<file path="config.mk">
export PLATFORM = sky130hd
export DESIGN_NAME = trace_uart_tx
export DESIGN_NICKNAME = d
export VERILOG_FILES = /design/src/rtl/trace_uart_tx_pkg.sv /design/src/rtl/uart_byte_fifo.sv /design/src/rtl/trace_uart_tx.sv
export SDC_FILE = /design/constraint.sdc
export NUM_CORES = 1
export LEC_CHECK = 0
export ABC_AREA = 1
export CELL_PAD_IN_SITES_DETAIL_PLACEMENT = 1
export CELL_PAD_IN_SITES_GLOBAL_PLACEMENT = 2
export CORE_ASPECT_RATIO = 0.6
export CORE_MARGIN = 5
export CORE_UTILIZATION = 35
export DETAILED_ROUTE_END_ITERATION = 7
export MAX_ROUTING_LAYER = met4
export PLACE_DENSITY = 0.69
export SYNTH_ARGS = -nofsm -noshare
export SYNTH_HDL_FRONTEND = slang
export SYNTH_HIERARCHICAL = 1
export SYNTH_SLANG_ARGS = --single-unit
export TNS_END_PERCENT = 20
</file>
<file path="constraint.sdc">
create_clock -name clk -period 7 [get_ports clk]
set_clock_uncertainty 0.1 [all_clocks]
set_input_delay 1.05 -clock clk [delete_from_list [all_inputs] [get_ports clk]]
set_output_delay 1.05 -clock clk [all_outputs]
set_load 0.01 [all_outputs]
</file>
<file path="src/rtl/trace_uart_tx_pkg.sv">
`default_nettype none
// ============================================================================
// trace_uart_tx_pkg : shared FSM encoding and UART frame constants
// Rev 1.0
// ============================================================================
package trace_uart_tx_pkg;

  typedef enum logic [1:0] {
    ST_IDLE  = 2'd0,
    ST_START = 2'd1,
    ST_DATA  = 2'd2,
    ST_STOP  = 2'd3
  } uart_state_t;

  localparam int unsigned C_DATA_BITS      = 8;
  localparam int unsigned C_DEF_CLK_FREQ   = 25_000_000;
  localparam int unsigned C_DEF_BAUD       = 115_200;

endpackage
`default_nettype wire

</file>
<file path="src/rtl/uart_byte_fifo.sv">
`default_nettype none
// ============================================================================
// uart_byte_fifo : synchronous byte FIFO with full/empty flags and head output
// Rev 1.0
// ============================================================================
module uart_byte_fifo #(
  parameter int unsigned DEPTH = 16,
  parameter int unsigned WIDTH = 8
) (
  input  logic             clk,
  input  logic             reset,
  input  logic             i_push,
  input  logic [WIDTH-1:0] i_data,
  input  logic             i_pop,
  output logic             o_full,
  output logic             o_empty,
  output logic [WIDTH-1:0] o_head
);

  localparam int unsigned AW = $clog2(DEPTH);
  localparam int unsigned CW = AW + 1;

  logic [WIDTH-1:0] r_mem [DEPTH];
  logic [AW-1:0]    r_wr_ptr;
  logic [AW-1:0]    r_rd_ptr;
  logic [CW-1:0]    r_count;
  logic             w_push;
  logic             w_pop;

  // Flags come from the registered count only, so a pop never frees room for a same-edge push.
  assign o_full  = (r_count == CW'(DEPTH));
  assign o_empty = (r_count == '0);
  assign o_head  = r_mem[r_rd_ptr];
  assign w_push  = i_push && !o_full;
  assign w_pop   = i_pop && !o_empty;

  always_ff @(posedge clk or negedge reset) begin
    if (!reset) begin
      r_wr_ptr <= '0;
      r_rd_ptr <= '0;
      r_count  <= '0;
    end else begin
      if (w_push) r_wr_ptr <= r_wr_ptr + AW'(1);
      if (w_pop)  r_rd_ptr <= r_rd_ptr + AW'(1);
      case ({w_push, w_pop})
        2'b10:   r_count <= r_count + CW'(1);
        2'b01:   r_count <= r_count - CW'(1);
        default: r_count <= r_count;
      endcase
    end
  end

  always_ff @(posedge clk) begin
    if (w_push) r_mem[r_wr_ptr] <= i_data;
  end

endmodule
`default_nettype wire

</file>
<file path="src/rtl/trace_uart_tx.sv">
`default_nettype none
// ============================================================================
// trace_uart_tx : FIFO-buffered 8N1 UART transmitter for the trace back end
// Rev 1.0
// ============================================================================
module trace_uart_tx
  import trace_uart_tx_pkg::*;
#(
  parameter int unsigned CLK_FREQ   = C_DEF_CLK_FREQ,
  parameter int unsigned BAUD       = C_DEF_BAUD,
  parameter int unsigned FIFO_DEPTH = 16
) (
  input  logic       clk,
  input  logic       reset,
  input  logic [7:0] in_data,
  input  logic       in_valid,
  output logic       in_ready,
  output logic       TxD,
  output logic [7:0] txd_buffer,
  output logic       busy,
  output logic       overflow
);

  localparam int unsigned DIVISOR = CLK_FREQ / BAUD;
  localparam int unsigned BW      = (DIVISOR > 1) ? $clog2(DIVISOR) : 1;
  localparam logic [BW-1:0] C_BAUD_LAST = BW'(DIVISOR - 1);
  localparam logic [2:0]    C_BIT_LAST  = 3'(C_DATA_BITS - 1);

  uart_state_t r_state, w_next_state;
  logic [BW-1:0] r_baud_cnt, w_baud_next;
  logic [2:0]    r_bit_cnt, w_bit_next;
  logic [7:0]    r_shift, w_shift_next;
  logic [7:0]    r_txd_buf, w_txd_buf_next;
  logic          r_txd, w_txd_next;
  logic          r_overflow;
  logic          w_pop;
  logic          w_full;
  logic          w_empty;
  logic [7:0]    w_head;
  logic          w_baud_end;

  uart_byte_fifo #(
    .DEPTH (FIFO_DEPTH),
    .WIDTH (8)
  ) u_fifo (
    .clk     (clk),
    .reset   (reset),
    .i_push  (in_valid),
    .i_data  (in_data),
    .i_pop   (w_pop),
    .o_full  (w_full),
    .o_empty (w_empty),
    .o_head  (w_head)
  );

  assign w_baud_end = (r_baud_cnt == C_BAUD_LAST);

  always_comb begin
    w_next_state   = r_state;
    w_baud_next    = r_baud_cnt;
    w_bit_next     = r_bit_cnt;
    w_shift_next   = r_shift;
    w_txd_buf_next = r_txd_buf;
    w_pop          = 1'b0;
    w_txd_next     = 1'b1;

    if (r_state != ST_IDLE) begin
      w_baud_next = w_baud_end ? '0 : r_baud_cnt + BW'(1);
    end

    case (r_state)
      ST_IDLE: begin
        if (!w_empty) begin
          w_pop          = 1'b1;
          w_shift_next   = w_head;
          w_txd_buf_next = w_head;
          w_next_state   = ST_START;
        end
      end
      ST_START: begin
        if (w_baud_end) begin
          w_next_state = ST_DATA;
          w_bit_next   = 3'd0;
        end
      end
      ST_DATA: begin
        if (w_baud_end) begin
          if (r_bit_cnt == C_BIT_LAST) begin
            w_next_state = ST_STOP;
          end else begin
            w_shift_next = r_shift >> 1;
            w_bit_next   = r_bit_cnt + 3'd1;
          end
        end
      end
      ST_STOP: begin
        // Back-to-back frames: the next byte is loaded on the last stop-bit cycle.
        if (w_baud_end) begin
          if (!w_empty) begin
            w_pop          = 1'b1;
            w_shift_next   = w_head;
            w_txd_buf_next = w_head;
            w_next_state   = ST_START;
          end else begin
            w_next_state = ST_IDLE;
          end
        end
      end
      default: w_next_state = ST_IDLE;
    endcase

    // Line level is registered from the next state so TxD changes exactly on the bit boundary.
    case (w_next_state)
      ST_START: w_txd_next = 1'b0;
      ST_DATA:  w_txd_next = w_shift_next[0];
      default:  w_txd_next = 1'b1;
    endcase
  end

  always_ff @(posedge clk or negedge reset) begin
    if (!reset) begin
      r_state    <= ST_IDLE;
      r_baud_cnt <= '0;
      r_bit_cnt  <= '0;
      r_shift    <= '0;
      r_txd_buf  <= '0;
      r_txd      <= 1'b1;
      r_overflow <= 1'b0;
    end else begin
      r_state    <= w_next_state;
      r_baud_cnt <= w_baud_next;
      r_bit_cnt  <= w_bit_next;
      r_shift    <= w_shift_next;
      r_txd_buf  <= w_txd_buf_next;
      r_txd      <= w_txd_next;
      if (in_valid && w_full) r_overflow <= 1'b1;
    end
  end

  assign in_ready   = !w_full;
  assign TxD        = r_txd;
  assign txd_buffer = r_txd_buf;
  assign busy       = (r_state != ST_IDLE) || !w_empty;
  assign overflow   = r_overflow;

endmodule
`default_nettype wire

</file>
==> impl_metrics.yaml <==
placement:
  dp_hpwl_mm: 14.8
  io_buffer_count: 22
  gp_congestion: 0.760
  placed_area_um2: 8450
  pre_cts_ws_ns: 3.57
power_and_ir_drop:
  total_power_w: 0.00255
  vdd_drop_max_uv: 194
  power_density_nw_per_um2: 281
  leakage_nw: 3.95
sta:
  clock.fmax_mhz: 289
  finalSetupTns_ns: 0
  timing.final.ws_setup_ns: 3.54
  finalCritPeriodShare_pct: 49.4
  final.min_clock_period_ns: 3.46
  relSlewSlack_pct: 28.0
  rsz0062_at_grt: "no"
  setup_violations: 0
  tightest_slew_ns: 1.08
  slew_violations: 0
  hold_viol_final: 0
clock_network:
  path_clk_slew_ns: 0.07
  cts.sink_count: 172
  root_buffer: "clkbuf_16"
  cts_made_buffers: 17
  tritoncts: "built"
  postCtsHoldBufs: 0
  insertion_delay_ns: 0.43
  cts_setup_buffers: 0
  cts_max_level: 4
  clockBufferDepth: 2
  ctsResizeCount: 0
drt:
  drc: 0
  vias_per_cell: 4.75
  drtIter0Drc: 331
  ant_nets: 0
  dr.pass1.iters: 4
  routedWlPerCell_um: 18.3
  wl_mm: 21.2
  routed-via-count: 5491
layout:
  diodes: 0
  multi_input_area_um2: 2510
  drive_gt1_share_pct: 8.36
  regArea_um2: 4950
  nNetsFinal: 865
  layout_common_cells: "nand2_1 (286), edfxtp_1 (128), inv_1 (91), nor2_1 (77), nand3_1 (65)"
  fin_area_um2: 9090
  nFillCells: 2541
  mostFrequentLayoutCell: "nand2_1"
  area_growth_pct: 14.3
synthesis:
  yosys.area.top_type_share_pct: 48.3
  synth-seq-cells: 172
  yosys.area.top_type: "edfxtp_1"
  synth_ff_type: "edfxtp_1"
  syn-cell-area_um2: 7950
  synth_edf_count: 128
  synthTopCellsByArea: "edfxtp_1 (48%), dfrtp_1 (14%), nand2_1 (13%)"
  netlist_instances: 816
  syn_avg_cell_area_um2: 9.75
  yosysSeqAreaShare_pct: 62.2
  ys.warnings.count: 6
  async_reset_ff_share_pct: 25.6
  synth_nets: 845
  ys_types: 41
critical_path:
  start_kind: "flip-flop"
  crit_type: "reg2reg"
  path_max_fanout: 9
  cp.required_ns: 7.22
  crit_arrival_ns: 3.68
  end_kind: "flip-flop"
global_routing:
  gr-usage-all-layers_pct: 17.6
  grt_max_degree: 51
  grt-ovfl-total: 0
  grt_pass1_vias: 5688
  grt_pass1_wl_mm: 33.4
  antenna_found_initial: 0
floorplanning:
  core_um2: 22200
  die_w_um: 205
  ioPinCount: 23
  rows: 42
  die_h_um: 127
  initial_core_util_pct: 35.9
  die-area_um2: 25900
status:
  status: "finished, final reports clean"
hold_path:
  hold_class: "reg2reg"
flow_run:
  max-cap-violations: 0
[per-layer routing]
layer	part of all wire, %	vias to the layer above	global-route usage (%)
li1	-	2668	-
met1	53	2704	26.3
met2	42	103	24.3
met3	4.4	16	3.42
met4	1.2	0	4.88
met5	0	-	-
[Yosys cell counts, types with 2 or more instances]
master / count
a21oi_1: 6
a32o_1: 2
buf_2: 15
buf_4: 2
clkbuf_1: 4
dfrtp_1: 43
edfxtp_1: 128
ha_1: 17
inv_1: 91
inv_2: 7
mux2_2: 7
nand2_1: 286
nand2_2: 6
nand2_4: 4
nand3_1: 65
nand3b_1: 2
nand4_1: 6
nor2_1: 77
nor2_4: 2
nor3_1: 3
o21ai_0: 11
o21ai_1: 2
o22ai_1: 4
or2_2: 2
xnor2_1: 3
xor2_1: 6
[registers in the layout, summed over array words and instances (netlist names)]
register,flops
TxD,1
overflow,1
r_baud_cnt,8
r_bit_cnt,3
r_shift,8
r_state,2
txd_buffer,8
u_fifo/r_count,5
u_fifo/r_mem,128
u_fifo/r_rd_ptr,4
u_fifo/r_wr_ptr,4
[critical path, cell delays in order (launching register included)]
cell and delay (ns):
dfrtp_1 0.40, inv_1 0.13, ha_1 0.31, clkinv_1 0.30, nand2_2 0.21, inv_2 0.11
nor3_1 0.18, nand2_1 0.21, inv_1 0.18, ha_1 0.29, inv_1 0.10, fa_1 0.41
inv_1 0.07, nand2_1 0.04, nand2_1 0.08, nand2_1 0.05, nand2_1 0.05, nand2_1 0.05
nand2_1 0.06, nand2_1 0.05
[layout make-up]
cell class / count / share of cell area, %
flip-flops and latches: 172 / 54.4
multi-input cells: 522 / 27.7
clock buffers: 20 / 5.38
well taps: 308 / 4.24
inverters: 99 / 4.09
repair buffers: 24 / 2.53
clock inverters: 12 / 1.62
[report_power, final]
part           switching (W)  internal (W)  leakage [nW]
registers          0.0000435       0.00120          1.69
logic               0.000213     0.0000825          1.94
clock network       0.000427      0.000588         0.307
[logic make-up (layout without fill, tap and decap cells)]
kind of cell    Yosys count  count (layout)  synth area share [%]
mux                       7               7                 0.991
simple gates            459             459                  24.4
flops                   172             172                  62.2
fa+ha+maj                18              18                  2.93
buf+inv                 122             155                  6.18
compound gates           29              29                  2.28
xor+xnor                  9               9                 0.991
[stage by stage]
stage | hold slack, ns | std cells | util (%)
2_1_floorplan | 0.342 | 816 | -
3_3_place_gp | 0.340 | 1125 | 38.1
3_5_place_dp | 0.359 | 1125 | 38.1
4_1_cts | 0.377 | 1157 | 41.0
5_1_grt | 0.395 | 1157 | 41.0
6_report | 0.372 | 1157 | 41.0
[final timing paths]
| kind | start | end | slack [ns] | depth (start not counted) |
|---|---|---|---|---|
| max | r_state[0] | u_fifo/r_count[4] | 3.54 | 19 |
| min | overflow | overflow | 0.37 | 1 |
| max reg2reg | r_state[0] | u_fifo/r_count[4] | 3.54 | 19 |
| min reg2reg | overflow | overflow | 0.37 | 1 |
| max in group asynchronous | reset | u_fifo/r_rd_ptr[0] | 5.35 | 1 |
| min in group asynchronous | reset | r_shift[3] | 0.70 | 1 |
No activity file was read; power rests on OpenSTA's default activity.
